`config.mk`:
```
export PLATFORM = sky130hd
export DESIGN_NAME = seq_match_window_counter
export DESIGN_NICKNAME = d
export VERILOG_FILES = /design/src/rtl/seq_match_window_counter.sv
export SDC_FILE = /design/constraint.sdc
export NUM_CORES = 1
export LEC_CHECK = 0
export ABC_AREA = 1
export BUFFER_PORTS_ARGS = -buffer_cell sky130_fd_sc_hd__buf_4
export CAP_MARGIN = 10
export CORE_MARGIN = 3
export CORE_UTILIZATION = 35
export CTS_BUF_LIST = sky130_fd_sc_hd__clkbuf_4 sky130_fd_sc_hd__clkbuf_8
export CTS_CLUSTER_DIAMETER = 40
export DETAILED_ROUTE_END_ITERATION = 8
export PLACE_DENSITY = 0.52
export REMOVE_ABC_BUFFERS = 1
export SETUP_SLACK_MARGIN = 0.05
export SYNTH_ARGS = -nofsm -noshare
export SYNTH_HDL_FRONTEND = slang
export SYNTH_SLANG_ARGS = --single-unit
```
`constraint.sdc`:
```
create_clock -name clk -period 2.02 [get_ports clk]
set_input_delay 0.303 -clock clk [delete_from_list [all_inputs] [get_ports clk]]
set_output_delay 0.303 -clock clk [all_outputs]
set_load 0.01 [all_outputs]
```
`src/rtl/seq_match_window_counter.sv`:
```
// seq_match_window_counter
//   Counts detector match pulses over fixed windows of WIN_LEN input-bit
//   strobes and publishes each window's count through a valid/ready port.
//   Optional feature macro: SEQ_MATCH_IRQ_EN adds the IRQ_THRESH parameter
//   and the irq output (one-cycle pulse when a window reaches the threshold).
module seq_match_window_counter #(
    parameter int CNT_W      = 8,
    parameter int WIN_LEN    = 64
`ifdef SEQ_MATCH_IRQ_EN
    ,
    parameter int IRQ_THRESH = 4
`endif
) (
    input  logic             clk,
    input  logic             rst,
    input  logic             en,
    input  logic             bit_vld,
    input  logic             match,
    input  logic             rpt_ready,
    output logic             rpt_valid,
    output logic [CNT_W-1:0] rpt_count,
    output logic             rpt_sat,
    output logic             rpt_ovr,
    output logic             busy
`ifdef SEQ_MATCH_IRQ_EN
    ,
    output logic             irq
`endif
);

    localparam int             BW       = $clog2(WIN_LEN + 1);
    localparam logic [BW-1:0]  LAST_BIT = BW'(WIN_LEN - 1);
    localparam logic [CNT_W-1:0] CNT_MAX = {CNT_W{1'b1}};

    typedef enum logic [0:0] {
        IDLE  = 1'b0,
        COUNT = 1'b1
    } state_t;

    state_t           state_r;
    state_t           state_nxt_s;
    logic             busy_s;

    logic [BW-1:0]    bit_cnt_r;
    logic [CNT_W-1:0] match_cnt_r;
    logic             sat_r;

    logic             rpt_valid_r;
    logic [CNT_W-1:0] rpt_count_r;
    logic             rpt_sat_r;
    logic             rpt_ovr_r;

    logic             counting_s;
    logic             close_s;
    logic             match_inc_s;
    logic [CNT_W-1:0] final_cnt_s;
    logic             final_sat_s;
    logic             accept_s;
    logic             load_s;
    logic             drop_s;

    // Window datapath decode: a closing strobe reports the count including
    // any match arriving in the same cycle; a dropped result needs a full,
    // un-accepted report register.
    always_comb begin
        counting_s  = (state_r == COUNT) && en;
        close_s     = counting_s && bit_vld && (bit_cnt_r == LAST_BIT);
        match_inc_s = counting_s && match && (match_cnt_r != CNT_MAX);
        if (match_inc_s) begin
            final_cnt_s = match_cnt_r + CNT_W'(1);
        end else begin
            final_cnt_s = match_cnt_r;
        end
        final_sat_s = sat_r || (final_cnt_s == CNT_MAX);
        accept_s    = rpt_valid_r && rpt_ready;
        load_s      = close_s && (!rpt_valid_r || rpt_ready);
        drop_s      = close_s && rpt_valid_r && !rpt_ready;
    end

    // FSM state register.
    always_ff @(posedge clk or negedge rst) begin
        if (!rst) begin
            state_r <= IDLE;
        end else begin
            state_r <= state_nxt_s;
        end
    end

    // FSM next-state: en alone moves between IDLE and COUNT.
    always_comb begin
        state_nxt_s = state_r;
        case (state_r)
            IDLE:    state_nxt_s = en ? COUNT : IDLE;
            COUNT:   state_nxt_s = en ? COUNT : IDLE;
            default: state_nxt_s = IDLE;
        endcase
    end

    // FSM outputs, decoded straight from the state register.
    always_comb begin
        busy_s = 1'b0;
        case (state_r)
            IDLE:    busy_s = 1'b0;
            COUNT:   busy_s = 1'b1;
            default: busy_s = 1'b0;
        endcase
    end

    // Window counters: cleared outside counting and on window close so the
    // next strobe is counted with no dead cycle.
    always_ff @(posedge clk or negedge rst) begin
        if (!rst) begin
            bit_cnt_r   <= {BW{1'b0}};
            match_cnt_r <= {CNT_W{1'b0}};
            sat_r       <= 1'b0;
        end else if (!counting_s || close_s) begin
            bit_cnt_r   <= {BW{1'b0}};
            match_cnt_r <= {CNT_W{1'b0}};
            sat_r       <= 1'b0;
        end else begin
            if (bit_vld) begin
                bit_cnt_r <= bit_cnt_r + BW'(1);
            end else begin
                bit_cnt_r <= bit_cnt_r;
            end
            match_cnt_r <= final_cnt_s;
            sat_r       <= final_sat_s;
        end
    end

    // Report register with valid/ready handshake and sticky overrun flag.
    always_ff @(posedge clk or negedge rst) begin
        if (!rst) begin
            rpt_valid_r <= 1'b0;
            rpt_count_r <= {CNT_W{1'b0}};
            rpt_sat_r   <= 1'b0;
            rpt_ovr_r   <= 1'b0;
        end else begin
            if (load_s) begin
                rpt_valid_r <= 1'b1;
                rpt_count_r <= final_cnt_s;
                rpt_sat_r   <= final_sat_s;
            end else if (accept_s) begin
                rpt_valid_r <= 1'b0;
            end else begin
                rpt_valid_r <= rpt_valid_r;
            end
            if (drop_s) begin
                rpt_ovr_r <= 1'b1;
            end else if (accept_s) begin
                rpt_ovr_r <= 1'b0;
            end else begin
                rpt_ovr_r <= rpt_ovr_r;
            end
        end
    end

`ifdef SEQ_MATCH_IRQ_EN
    localparam logic [CNT_W-1:0] IRQ_LVL = CNT_W'(IRQ_THRESH);
    logic irq_r;

    // Threshold pulse: the count only moves upward within a window, so the
    // step onto IRQ_LVL happens at most once per window.
    always_ff @(posedge clk or negedge rst) begin
        if (!rst) begin
            irq_r <= 1'b0;
        end else begin
            irq_r <= match_inc_s && (final_cnt_s == IRQ_LVL);
        end
    end

    assign irq = irq_r;
`endif

    assign rpt_valid = rpt_valid_r;
    assign rpt_count = rpt_count_r;
    assign rpt_sat   = rpt_sat_r;
    assign rpt_ovr   = rpt_ovr_r;
    assign busy      = busy_s;

endmodule

```
==> Word level (Yosys, flattened, before mapping) <==
Index checks and enable logic that the tools add are counted.
{ "word_totals": {"reg_bits": 28, "in_bits": 6, "out_inout_bits": 12} }
{ "op_classes": {"add_sub_neg": 2, "eq_ne": 3, "muxes": 10, "n_bitwise": 1, "reduce_logical": 18} }
{ "op_table": {"columns": ["cell", "count"], "rows": [
  ["8-bit two-way mux", 2],
  ["7-bit two-way mux", 2],
  ["1-bit logical AND", 9],
  ["8-bit by 1-bit adder with 8-bit output, second input constant", 1],
  ["8-bit == test, second input constant", 1],
  ["8-bit != test, second input constant", 1],
  ["7-bit by 1-bit adder with 7-bit output, second input constant", 1],
  ["7-bit by 6-bit == test with 1-bit output, second input constant", 1],
  ["2-bit nonzero test", 3],
  ["1-bit two-way mux", 5],
  ["1-bit zero test", 3],
  ["1-bit logical OR", 3],
  ["1-bit one-hot mux with 2 select lines", 1],
  ["1-bit NOT", 1]
]} }

==> Logic depth before layout (Yosys ltp) <==
Gate-level depths: netlist of the first run.
{ "depth": {"ltp_word": 7, "mapped_depth": 14, "ltp_nobuf": 14} }

==> Least setup slack after synthesis of the first run <==
OpenSTA, ideal clock, no wires.
{ "synth_path": {"path_kind": "register to register", "startpoint": "register bit_cnt_r[0]", "endpoint": "register rpt_sat_r, in the netlist rpt_sat", "arrival_time_ps": 1386, "setup_slack_ps": 517, "path_stages_with_launch": 10, "n_path_buf": 1, "path_cell_list": "dfrtp_1 > ha_1 > nand3_1 > nor2_1 > nand3_1 > nor3_2 > o21ai_2 > buf_6 > nand2_1 > nand2_1"} }
{ "synth_between": {"elab_chain_cells": 3} }
{ "synth_rtl": {"columns": ["item", "line_no", "rtl"], "rows": [
  ["start, declared", "44", "logic [BW-1:0] bit_cnt_r;"],
  ["start signal, assigned", "113", "bit_cnt_r <= {BW{1'b0}};"],
  ["start signal, assigned", "117", "bit_cnt_r <= {BW{1'b0}};"],
  ["start signal, assigned", "122", "bit_cnt_r <= bit_cnt_r + BW'(1);"],
  ["7-bit by 6-bit == test with 1-bit output", "67", "close_s = counting_s && bit_vld && (bit_cnt_r == LAST_BIT);"],
  ["1-bit logical AND", "67", null],
  ["1-bit logical AND", "76", "load_s = close_s && (!rpt_valid_r || rpt_ready);"],
  ["end signal, assigned", "142", "rpt_sat_r <= final_sat_s;"],
  ["end, declared", "50", "logic rpt_sat_r;"]
]} }
Every way passes these cells.
A chain may end at the register's enable or synchronous reset.

==> Worst setup path in the final report of the first run <==
{ "layout_path": {"startpoint": "register bit_cnt_r[0]", "endpoint": "register bit_cnt_r[4]"} }
{ "layout_between": {"elab_chain_cells": 4} }
{ "layout_rtl": {"columns": ["item"], "rows": [
  ["parallel branches: the longest is 4 deep, another holds 7-bit by 1-bit adder with 7-bit output"]
]} }
Several ways; the timed one is not identified. The select of a mux whose other input is x is not followed.

==> out/results.tsv, run 1 <==
metric	value	unit
number of antenna violations at the first check in global routing	0	
number of CTS-inserted buffers	3	
outcome	finished clean	
Hold WS	163	ps
signal arrival time at the worst endpoint	1980	ps
initial cell density of the core	38.0	%
total clock sinks	28	
sum of buffers and inverters on the critical path	1	
number of cells on the worst reg-to-reg path	9	
clock-pin transition on the worst setup and hold timing paths	100	ps
level count of the clock H-tree	1	
cell chosen for the clock root	sky130_fd_sc_hd__clkbuf_8	
number of nets in the finished design	204	
signed area change from the synthesized netlist to the final layout	16.7	%
horizontal die dimension	70.6	µm
RD Place Congestion	0.717	
die height	70.6	µm
Post-Route WL	2.97	mm
RSZ-0062 raised after global routing	yes	
leakage power figure	0.818	nW
Mapped Area	0.00146	mm²
CP peak stage delay	400	ps
worst min-delay path class	in2reg	
first-pass GRT wire length	5.32	mm
crit start category	register	
synthesized area per cell	8.36	µm²
aggregate global routing overflow	0	
reg-to-reg endpoint	bit_cnt_r[4]	
Critical Path Slowest Stage Cell	sky130_fd_sc_hd__dfrtp_1	
category of the worst setup path capture point	register	
path type of the worst setup path	reg2reg	
capturing instance or port of the critical path	bit_cnt_r[4]	
required time worst endpoint	2200	ps
core area	0.00385	mm²
placed cell count	238	
post-synthesis sequential element count	28	
worst setup path start	bit_cnt_r[0]	
warnings from Yosys	0	
clock tree from TritonCTS	yes	
detailed-route DRC error count	0	
area enclosed by the die boundary	0.00499	mm²
Tot GR Track Use	13.2	%
share of post-route cells with drive strength above 1	25.1	%
count of cell types in the netlist	27	
number of top-level pins	18	
cell chain of the critical path	ha_1, nand3_1, nor2_1, nand3_1, nor3_2, nor2_1, inv_2, a21oi_1, o21a_1	
worst slew slack as a fraction of its limit	60.0	%
part of the cycle the worst path needs	89.4	%
number of DRC markers after the initial detailed-route iteration	63	
via count of the first global-routing pass	1132	
number of iterations in the first detailed-routing pass	4	
number of endpoints failing setup at the final stage	0	
Worst path depth	9	
proportion of synthesized chip area in sequential cells	47.9	%
reg-to-reg startpoint	bit_cnt_r[0]	
pin count of the biggest net entering global routing	29	
number of placement rows	22	
quantity of I/O buffers inserted on ports	17	
total power after layout	0.970	mW
via total after detailed routing	1137	
gate count of the mapped netlist	175	
number of pins exceeding their max-slew limit in the final report	0	
CTS max path bufs	2	
Final Hold Violating Endpoints	0	
antenna fix cells	0	
antenna viol nets, final	0	
kind of cell adding the most delay to the critical path	simple AND/OR/NAND/NOR gates	
pin slew with the least headroom to its limit	598	ps
time the worst path needs with I/O delays and setup	1810	ps
flop2flop setup slack	210	ps
DR WL/cell	12.2	µm
CP max FO	13	
number of standard cells in the final layout excluding fillers	243	
VDD IR max	0.273	mV
Highest Clock Rate	554	MHz
Power Dens Cells	568	mW/mm²
post-detailed-route via-to-cell ratio	4.68	
number of violations of the max-capacitance limit	0	
clock latency on the worst-skew pair	280	ps
worst clock skew on the final layout	5.74	ps
HPWL reported at the end of detailed placement	2.28	mm
## worst reg2reg max path, delay by kind of cell, from the launching register on
family / cells / cell delay, ps
and+or+nand+nor: 5 / 710
buffers and inverters: 1 / 220
adders and majority gates: 1 / 220
AOI/OAI and AO/OA: 2 / 180
DFF: 1 / 400
## registers in the layout, summed over array words and instances (netlist names)
| name | cells |
|---|---|
| match_cnt_r | 8 |
| rpt_count | 8 |
| bit_cnt_r | 7 |
| rpt_ovr | 1 |
| rpt_sat | 1 |
| rpt_valid | 1 |
| sat_r | 1 |
| state_r | 1 |
## metrics by stage
stage	util (%)	instance area, µm²	TNS (ps)	setup WS (ps)
after floorplan	-	1450	0	487
after global placement	42.4	1630	0	185
after detailed placement	42.4	1630	0	174
after CTS	44.1	1700	0	151
after global routing	44.3	1710	-7.37	-7.37
final	44.3	1710	0	214
## placed cells by master, fill, tap and decap left out, types with 2 or more instances in the layout
master | Yosys | final
sky130_fd_sc_hd__nand2_2 | 6 | 6
sky130_fd_sc_hd__nand3_2 | 2 | 2
sky130_fd_sc_hd__nor2_4 | 3 | 3
sky130_fd_sc_hd__nand3_1 | 14 | 14
sky130_fd_sc_hd__nor3_1 | 3 | 3
sky130_fd_sc_hd__ha_1 | 2 | 2
sky130_fd_sc_hd__dfrtp_1 | 28 | 28
sky130_fd_sc_hd__inv_2 | 2 | 2
sky130_fd_sc_hd__inv_1 | 21 | 21
sky130_fd_sc_hd__nand4_1 | 3 | 3
sky130_fd_sc_hd__o21ai_2 | 9 | 8
sky130_fd_sc_hd__a21oi_1 | 4 | 4
sky130_fd_sc_hd__buf_4 | 0 | 17
sky130_fd_sc_hd__nor2_2 | 2 | 2
sky130_fd_sc_hd__nand2_1 | 44 | 44
sky130_fd_sc_hd__nor2_1 | 20 | 20
sky130_fd_sc_hd__clkbuf_8 | 0 | 4
## logic make-up after synthesis
logic type / count (synthesis) / share of synthesized area [%]
AO/OA/AOI/OAI: 17 / 8.47
adder cells (fa/ha/maj): 2 / 1.71
buffers and inverters: 26 / 7.36
flip-flops: 28 / 47.9
AND/OR/NAND/NOR: 102 / 34.6
## how the worst min path moves through the flow
stage	end	cells after the start	start	slack, ps
floorplan	bit_cnt_r[0]	0	rst	7
global route	state_r	1	en	140
detailed placement	rpt_valid	1	rst	250
CTS	state_r	1	en	150
global placement	rpt_valid	1	rst	240
finish	state_r	1	en	160
## cell type report
class                      instances  area (µm²)
timing repair buffer              18         138
fill                             399        2150
sequential                        28         701
tap                               48        60.1
clock buffer                       4        55.1
inverter                          24        91.3
multi-input combinational        121         662
## synthesized netlist by cell type
| cell type | number | area, µm² |
|---|---|---|
| sky130_fd_sc_hd__nor3b_1 | 1 | 7.51 |
| sky130_fd_sc_hd__clkinv_2 | 1 | 5.00 |
| sky130_fd_sc_hd__nor2_4 | 3 | 33.8 |
| sky130_fd_sc_hd__nand4_4 | 1 | 21.3 |
| sky130_fd_sc_hd__nand3b_1 | 1 | 7.51 |
| sky130_fd_sc_hd__a21oi_1 | 4 | 20.0 |
| sky130_fd_sc_hd__o21a_1 | 1 | 7.51 |
| sky130_fd_sc_hd__o21ai_0 | 1 | 5.00 |
| sky130_fd_sc_hd__buf_6 | 1 | 11.3 |
| sky130_fd_sc_hd__inv_1 | 21 | 78.8 |
| sky130_fd_sc_hd__nand2_4 | 1 | 11.3 |
| sky130_fd_sc_hd__nand2_2 | 6 | 37.5 |
| sky130_fd_sc_hd__dfrtp_1 | 28 | 701 |
| sky130_fd_sc_hd__nand2_1 | 44 | 165 |
| sky130_fd_sc_hd__nor2_1 | 20 | 75.1 |
| sky130_fd_sc_hd__nand3_1 | 14 | 70.1 |
| sky130_fd_sc_hd__nor2_2 | 2 | 12.5 |
| sky130_fd_sc_hd__a22oi_1 | 1 | 7.51 |
| sky130_fd_sc_hd__nor3_1 | 3 | 15.0 |
| sky130_fd_sc_hd__o21ai_2 | 9 | 78.8 |
| sky130_fd_sc_hd__nand4_1 | 3 | 18.8 |
| sky130_fd_sc_hd__nand3_2 | 2 | 20.0 |
| sky130_fd_sc_hd__inv_2 | 2 | 7.51 |
| sky130_fd_sc_hd__o21ai_1 | 1 | 5.00 |
| sky130_fd_sc_hd__nor3_2 | 1 | 10.0 |
| sky130_fd_sc_hd__ha_1 | 2 | 25.0 |
| sky130_fd_sc_hd__buf_2 | 1 | 5.00 |
## per-layer routing
metal | part of all wire (%) | track usage [%]
met1 | 48 | 17.2
met2 | 48 | 21.9
met3 | 1.6 | 1.85
met4 | 2.0 | 5.64
met5 | 0 | 0
## what timing repair did
item                                   CTS  global route
hold buffers                             1             0
resized for setup                        0             1
setup endpoints to repair                0             9
endpoints found under the hold margin   28             0
buffers inserted                         0             0
## power breakdown
group / switching [mW] / internal, mW
clock: 0.175 / 0.175
combinational: 0.0346 / 0.0176
sequential: 0.00388 / 0.565
Note: power is estimated with default switching activity, not from simulation.
==> run 2, diff against run 1 <==
--- a/config.mk
+++ b/config.mk
@@ -10,2 +10,4 @@
 export CAP_MARGIN = 10
+export CELL_PAD_IN_SITES_DETAIL_PLACEMENT = 2
+export CELL_PAD_IN_SITES_GLOBAL_PLACEMENT = 2
 export CORE_MARGIN = 3
@@ -15,3 +17,3 @@
 export DETAILED_ROUTE_END_ITERATION = 8
-export PLACE_DENSITY = 0.52
+export PLACE_DENSITY = 0.79
 export REMOVE_ABC_BUFFERS = 1
--- a/constraint.sdc
+++ b/constraint.sdc
@@ -3,2 +3,2 @@
 set_output_delay 0.303 -clock clk [all_outputs]
-set_load 0.01 [all_outputs]
+set_load 0.05 [all_outputs]
==> run 2 against run 1 <==
Via count up 7.4%; utilization down 0.49 points; sequential power about the same; register-to-register slack got worse by 30 ps; global-route usage is 3.0 points higher; clock power is 14% lower; critical path type unchanged.
==> out/results.tsv, run 2 (synthesis results as in run 1) <==
metric	value	unit	change
outcome	finished clean		unchanged
part of the cycle the worst path needs	90.9	%	was 89.4%
Highest Clock Rate	545	MHz	was 554 MHz
detailed-route DRC error count	0		unchanged
antenna fix cells	0		unchanged
hold path cells	1		unchanged
reg-to-reg endpoint	rpt_count[4]		was bit_cnt_r[4]
commonest cells after routing, fill and taps aside	44 x sky130_fd_sc_hd__nand2_1, 28 x sky130_fd_sc_hd__dfrtp_1, 21 x sky130_fd_sc_hd__inv_1		unchanged
number of pins exceeding their max-slew limit in the final report	0		unchanged
Final Hold Violating Endpoints	0		unchanged
number of CTS-inserted buffers	3		unchanged
clock tree from TritonCTS	yes		unchanged
Hold WS	171	ps	was 163 ps
Tot GR Track Use	16.2	%	was 13.2%
reg-to-reg startpoint	bit_cnt_r[0]		unchanged
endpoint of the worst hold-timing path	state_r		unchanged
signed area change from the synthesized netlist to the final layout	15.4	%	was 16.7%
number of cells on the worst reg-to-reg path	8		was 9
number of top-level pins	18		unchanged
die height	70.6	µm	unchanged
number of violations of the max-capacitance limit	0		unchanged
total clock sinks	28		unchanged
required time worst endpoint	2150	ps	was 2200 ps
initial cell density of the core	38.0	%	unchanged
CP max FO	19		was 13
category of the worst setup path capture point	register		unchanged
global-route layer with the greatest usage	met2		unchanged
number of DRC markers after the initial detailed-route iteration	43		was 63
RSZ-0062 raised after global routing	yes		unchanged
buffers inserted during post-CTS setup optimization	0		unchanged
RD Place Congestion	0.714		was 0.717
met2 capacity usage during global routing	28.1	%	was 21.9%
leakage power figure	0.806	nW	was 0.818 nW
antenna viol nets, final	0		unchanged
level count of the clock H-tree	1		unchanged
number of placement rows	22		unchanged
aggregate global routing overflow	0		unchanged
DR WL/cell	15.0	µm	was 12.2 µm
cell chosen for the clock root	sky130_fd_sc_hd__clkbuf_8		unchanged
horizontal die dimension	70.6	µm	unchanged
worst min-delay path class	in2reg		unchanged
number of antenna violations at the first check in global routing	0		unchanged
number of fill cells in the layout	455		was 399
time the worst path needs with I/O delays and setup	1840	ps	was 1810 ps
first-pass GRT wire length	6.57	mm	was 5.32 mm
via total after detailed routing	1221		was 1137
worst slew slack as a fraction of its limit	37.0	%	was 60.0%
area enclosed by the die boundary	0.00499	mm²	unchanged
HPWL reported at the end of detailed placement	2.94	mm	was 2.28 mm
flop2flop setup slack	180	ps	was 210 ps
most common cell after layout, fill and taps aside	sky130_fd_sc_hd__nand2_1		unchanged
pin slew with the least headroom to its limit	946	ps	was 598 ps
quantity of I/O buffers inserted on ports	17		unchanged
via count of the first global-routing pass	1374		was 1132
path type of the worst setup path	reg2reg		unchanged
clock latency on the worst-skew pair	270	ps	was 280 ps
number of endpoints failing setup at the final stage	0		unchanged
core area	0.00385	mm²	unchanged
worst clock skew on the final layout	6.28	ps	was 5.74 ps
global routing usage on met1	21.0	%	was 17.2%
clock-pin transition on the worst setup and hold timing paths	100	ps	about the same
Global Route met3 Usage	1.70	%	was 1.85%
fraction of the core area covered by cells at the end of the flow	43.8	%	was 44.3%
Post-Route WL	3.64	mm	was 2.97 mm
number of iterations in the first detailed-routing pass	3		was 4
post-detailed-route via-to-cell ratio	5.05		was 4.68
CTS max path bufs	2		unchanged
share of post-route cells with drive strength above 1	25.3	%	was 25.1%
Power Dens Cells	552	mW/mm²	was 568 mW/mm²
crit start category	register		unchanged
signal arrival time at the worst endpoint	1960	ps	was 1980 ps
start point of the worst hold path	en		unchanged
pin count of the biggest net entering global routing	29		unchanged
VDD IR max	0.254	mV	was 0.273 mV
number of nets in the finished design	204		unchanged
run 2: cell types whose count changed in the layout (fill, tap and decap cells not counted):
| cell | delta |
|---|---|
| sky130_fd_sc_hd__clkbuf_8 | -1 |
| sky130_fd_sc_hd__ha_1 | -1 |
| sky130_fd_sc_hd__ha_2 | +1 |
| sky130_fd_sc_hd__o21ai_2 | +1 |
| sky130_fd_sc_hd__o21ai_4 | -1 |
run 2: critical path: stages, from the launching register on:
cell and delay (ps):
sky130_fd_sc_hd__dfrtp_1 390, sky130_fd_sc_hd__ha_1 210, sky130_fd_sc_hd__nand3_1 90, sky130_fd_sc_hd__nor2_1 100, sky130_fd_sc_hd__nand3_1 120, sky130_fd_sc_hd__nor3_2 220, sky130_fd_sc_hd__o21ai_2 320, sky130_fd_sc_hd__nand2_1 170
sky130_fd_sc_hd__o21ai_2 70
run 2: worst max-delay path by stage:
stage,from,end,slack (ps),cells past startpoint
after floorplan,rpt_valid,rpt_sat,340,5
final,bit_cnt_r[0],rpt_count[4],180,8
after CTS,bit_cnt_r[0],rpt_count[4],150,8
after detailed placement,bit_cnt_r[0],rpt_count[4],180,8
after global placement,bit_cnt_r[0],rpt_count[4],260,8
after global routing,bit_cnt_r[0],rpt_count[5],-10,8
run 2: metrics by stage:
stage | power [mW] | instance area [µm²] | TNS (ps) | std cells | setup slack (ps)
final | 0.932 | 1690 | 0 | 242 | 184
after global routing | 0.973 | 1690 | -24.0 | 242 | -10.6
after CTS | 0.948 | 1690 | 0 | 242 | 154
after detailed placement | 0.643 | 1630 | 0 | 238 | 177
after global placement | 0.641 | 1630 | 0 | 238 | 256
after floorplan | 0.609 | 1450 | 0 | 173 | 343
run 2: layout make-up:
cell class                 count  area, µm²  area share, %
sequential                    28        701           41.5
multi-input combinational    121        657           38.9
timing repair buffer          18        138           8.15
inverter                      24       91.3           5.41
tap                           48       60.1           3.56
clock buffer                   3       41.3           2.45
run 2: power by group:
| group | internal (mW) | switching (mW) |
|---|---|---|
| Clock | 0.134 | 0.167 |
| Combinational | 0.0179 | 0.0454 |
| Sequential | 0.565 | 0.00380 |
| Total | 0.716 | 0.216 |
run 2: timing repair:
item | 4_1_cts | 5_1_grt
hold buffers | 1 | 0
gates resized for setup | 0 | 1
endpoints found under the hold margin | 28 | 0
setup endpoints to repair | 0 | 10
run 2: metal layers:
layer,share of wire [%],wire length (µm)
met3,1.1,39
met2,53,1940
met1,45,1630
met5,0,0
met4,0.96,35
==> run 3, diff against run 2 <==
- CORE_MARGIN: 3 -> 8
- RECOVER_POWER: unset -> 100
- REMOVE_ABC_BUFFERS: 1 -> unset
==> run 3 against run 2 <==
Die area rose by 30%; final cell count increased by 2.9%; clock power increased by 52%; register-to-register slack improved by 30 ps; design area rose by 0.52%; highest routed layer unchanged.
==> out/results.tsv, run 3 (synthesis results as in run 1) <==
metric	value	unit	change
outcome	finished clean		unchanged
Highest Clock Rate	554	MHz	was 545 MHz
Tot GR Track Use	13.8	%	was 16.2%
VDD IR max	0.293	mV	was 0.254 mV
signal arrival time at the worst endpoint	1980	ps	was 1960 ps
Post-Place Cell Area	0.00164	mm²	was 0.00163 mm²
number of fill cells in the layout	470		was 455
pin slew with the least headroom to its limit	722	ps	was 946 ps
time the worst path needs with I/O delays and setup	1810	ps	was 1840 ps
clock-pin transition on the worst setup and hold timing paths	90	ps	was 100 ps
signed area change from the synthesized netlist to the final layout	16.0	%	was 15.4%
area enclosed by the die boundary	0.00650	mm²	was 0.00499 mm²
RSZ-0062 raised after global routing	no		was yes
Power Dens Cells	644	mW/mm²	was 552 mW/mm²
worst min-delay path class	in2reg		unchanged
flop2flop setup slack	210	ps	was 180 ps
antenna fix cells	0		unchanged
Post-Route WL	4.27	mm	was 3.64 mm
HPWL reported at the end of detailed placement	3.10	mm	was 2.94 mm
via total after detailed routing	1261		was 1221
first-pass GRT wire length	6.93	mm	was 6.57 mm
quantity of I/O buffers inserted on ports	17		unchanged
Critical Path Slowest Stage Cell	sky130_fd_sc_hd__dfrtp_1		unchanged
number of nets in the finished design	208		was 204
area of all placed cells without fillers	0.00170	mm²	was 0.00169 mm²
CP max FO	6		was 19
path type of the worst setup path	reg2reg		unchanged
antenna viol nets, final	0		unchanged
worst setup path start	bit_cnt_r[0]		unchanged
number of violations of the max-capacitance limit	0		unchanged
commonest cells after routing, fill and taps aside	44 x sky130_fd_sc_hd__nand2_1, 28 x sky130_fd_sc_hd__dfrtp_1, 21 x sky130_fd_sc_hd__inv_1		unchanged
number of pins exceeding their max-slew limit in the final report	0		unchanged
number of placement rows	23		was 22
number of CTS-inserted buffers	3		unchanged
clock latency on the worst-skew pair	290	ps	was 270 ps
RD Place Congestion	0.811		was 0.714
core area	0.00400	mm²	was 0.00385 mm²
number of endpoints failing setup at the final stage	0		unchanged
number of cells on the worst reg-to-reg path	9		was 8
number of top-level pins	18		unchanged
crit start category	register		unchanged
category of the worst setup path capture point	register		unchanged
number of iterations in the first detailed-routing pass	4		was 3
level count of the clock H-tree	1		unchanged
share of post-route cells with drive strength above 1	16.6	%	was 25.3%
Setup TNS	0	ps	unchanged
via count of the first global-routing pass	1402		was 1374
post-detailed-route via-to-cell ratio	5.06		was 5.05
part of the cycle the worst path needs	89.4	%	was 90.9%
cell chosen for the clock root	sky130_fd_sc_hd__clkbuf_8		unchanged
Synth Net Count	183		
reg-to-reg endpoint	bit_cnt_r[2]		was rpt_count[4]
number of DRC markers after the initial detailed-route iteration	53		was 43
required time worst endpoint	2190	ps	was 2150 ps
worst slew slack as a fraction of its limit	51.9	%	was 37.0%
clock tree from TritonCTS	yes		unchanged
detailed-route DRC error count	0		unchanged
total power after layout	1.09	mW	was 0.932 mW
fraction of the core area covered by cells at the end of the flow	42.4	%	was 43.8%
horizontal die dimension	80.6	µm	was 70.6 µm
number of antenna violations at the first check in global routing	0		unchanged
cell chain of the critical path	ha_1, nand3_1, nor2_1, nand3_1, nor3_4, nor2_1, inv_2, clkbuf_4, nor3_1		was ha_1, nand3_1, nor2_1, nand3_1, nor3_2, o21ai_2, nand2_1, o21ai_2
aggregate global routing overflow	0		unchanged
most common cell after layout, fill and taps aside	sky130_fd_sc_hd__nand2_1		unchanged
pin count of the biggest net entering global routing	29		unchanged
worst clock skew on the final layout	7.31	ps	was 6.28 ps
Final Hold Violating Endpoints	0		unchanged
die height	80.6	µm	was 70.6 µm
leakage power figure	0.782	nW	was 0.806 nW
DR WL/cell	17.1	µm	was 15.0 µm
CTS max path bufs	2		unchanged
initial cell density of the core	36.6	%	was 38.0%
total clock sinks	28		unchanged
capturing instance or port of the critical path	bit_cnt_r[2]		was rpt_count[4]
reg-to-reg startpoint	bit_cnt_r[0]		unchanged
CP peak stage delay	410	ps	was 390 ps
[run 3: critical path: cells and delay by family, from the launching register on]
kind / cells / cell delay, ps
adder cells (fa/ha/maj): 1 / 220
buffers and inverters: 2 / 290
flip-flops: 1 / 410
AND/OR/NAND/NOR: 6 / 770
[run 3: worst min-delay path by stage]
| stage | start | end | slack (ps) | cells after the start |
|---|---|---|---|---|
| floorplan | rst | bit_cnt_r[0] | 7 | 0 |
| global placement | rst | bit_cnt_r[1] | 240 | 1 |
| detailed placement | rst | bit_cnt_r[0] | 250 | 1 |
| CTS | en | state_r | 150 | 1 |
| global route | en | state_r | 190 | 1 |
| finish | en | state_r | 190 | 1 |
[run 3: timing repair]
item,CTS,global route
setup buffers,0,4
hold buffers,1,0
endpoints found under the setup margin,0,10
resized for setup,0,2
endpoints found under the hold margin,28,0
[run 3: area by class of cell]
cell class              instances  area [µm²]  area share [%]
inverters                      24        91.3            5.38
well taps                      50        62.6            3.69
clock buffers                   3        41.3            2.43
repair buffers                 22         129            7.60
multi-input cells             121         642            37.8
clock inverters                 1        30.0            1.77
flip-flops and latches         28         701            41.3
[run 3: stage by stage]
stage / std cells / hold slack (ps) / setup WS, ps
6_report: 249 / 187 / 214
5_1_grt: 249 / 186 / 72.0
2_1_floorplan: 175 / 7.41 / 366
3_3_place_gp: 240 / 240 / 270
4_1_cts: 245 / 148 / 120
3_5_place_dp: 240 / 248 / 150
[run 3: metal layers]
| metal | up-vias | track usage (%) | part of all wire, % |
|---|---|---|---|
| met5 | - | 0 | 0 |
| met4 | 0 | 5.45 | 1.3 |
| met3 | 6 | 2.68 | 3.2 |
| met2 | 21 | 22.1 | 50 |
| met1 | 634 | 17.7 | 45 |
| li1 | 600 | - | - |
[run 3: report_power, final]
group          leakage, nW  total [mW]  internal [mW]  switching, mW
Clock               0.0357       0.455          0.266          0.189
Sequential           0.386       0.569          0.565        0.00391
Combinational        0.360      0.0691         0.0208         0.0483
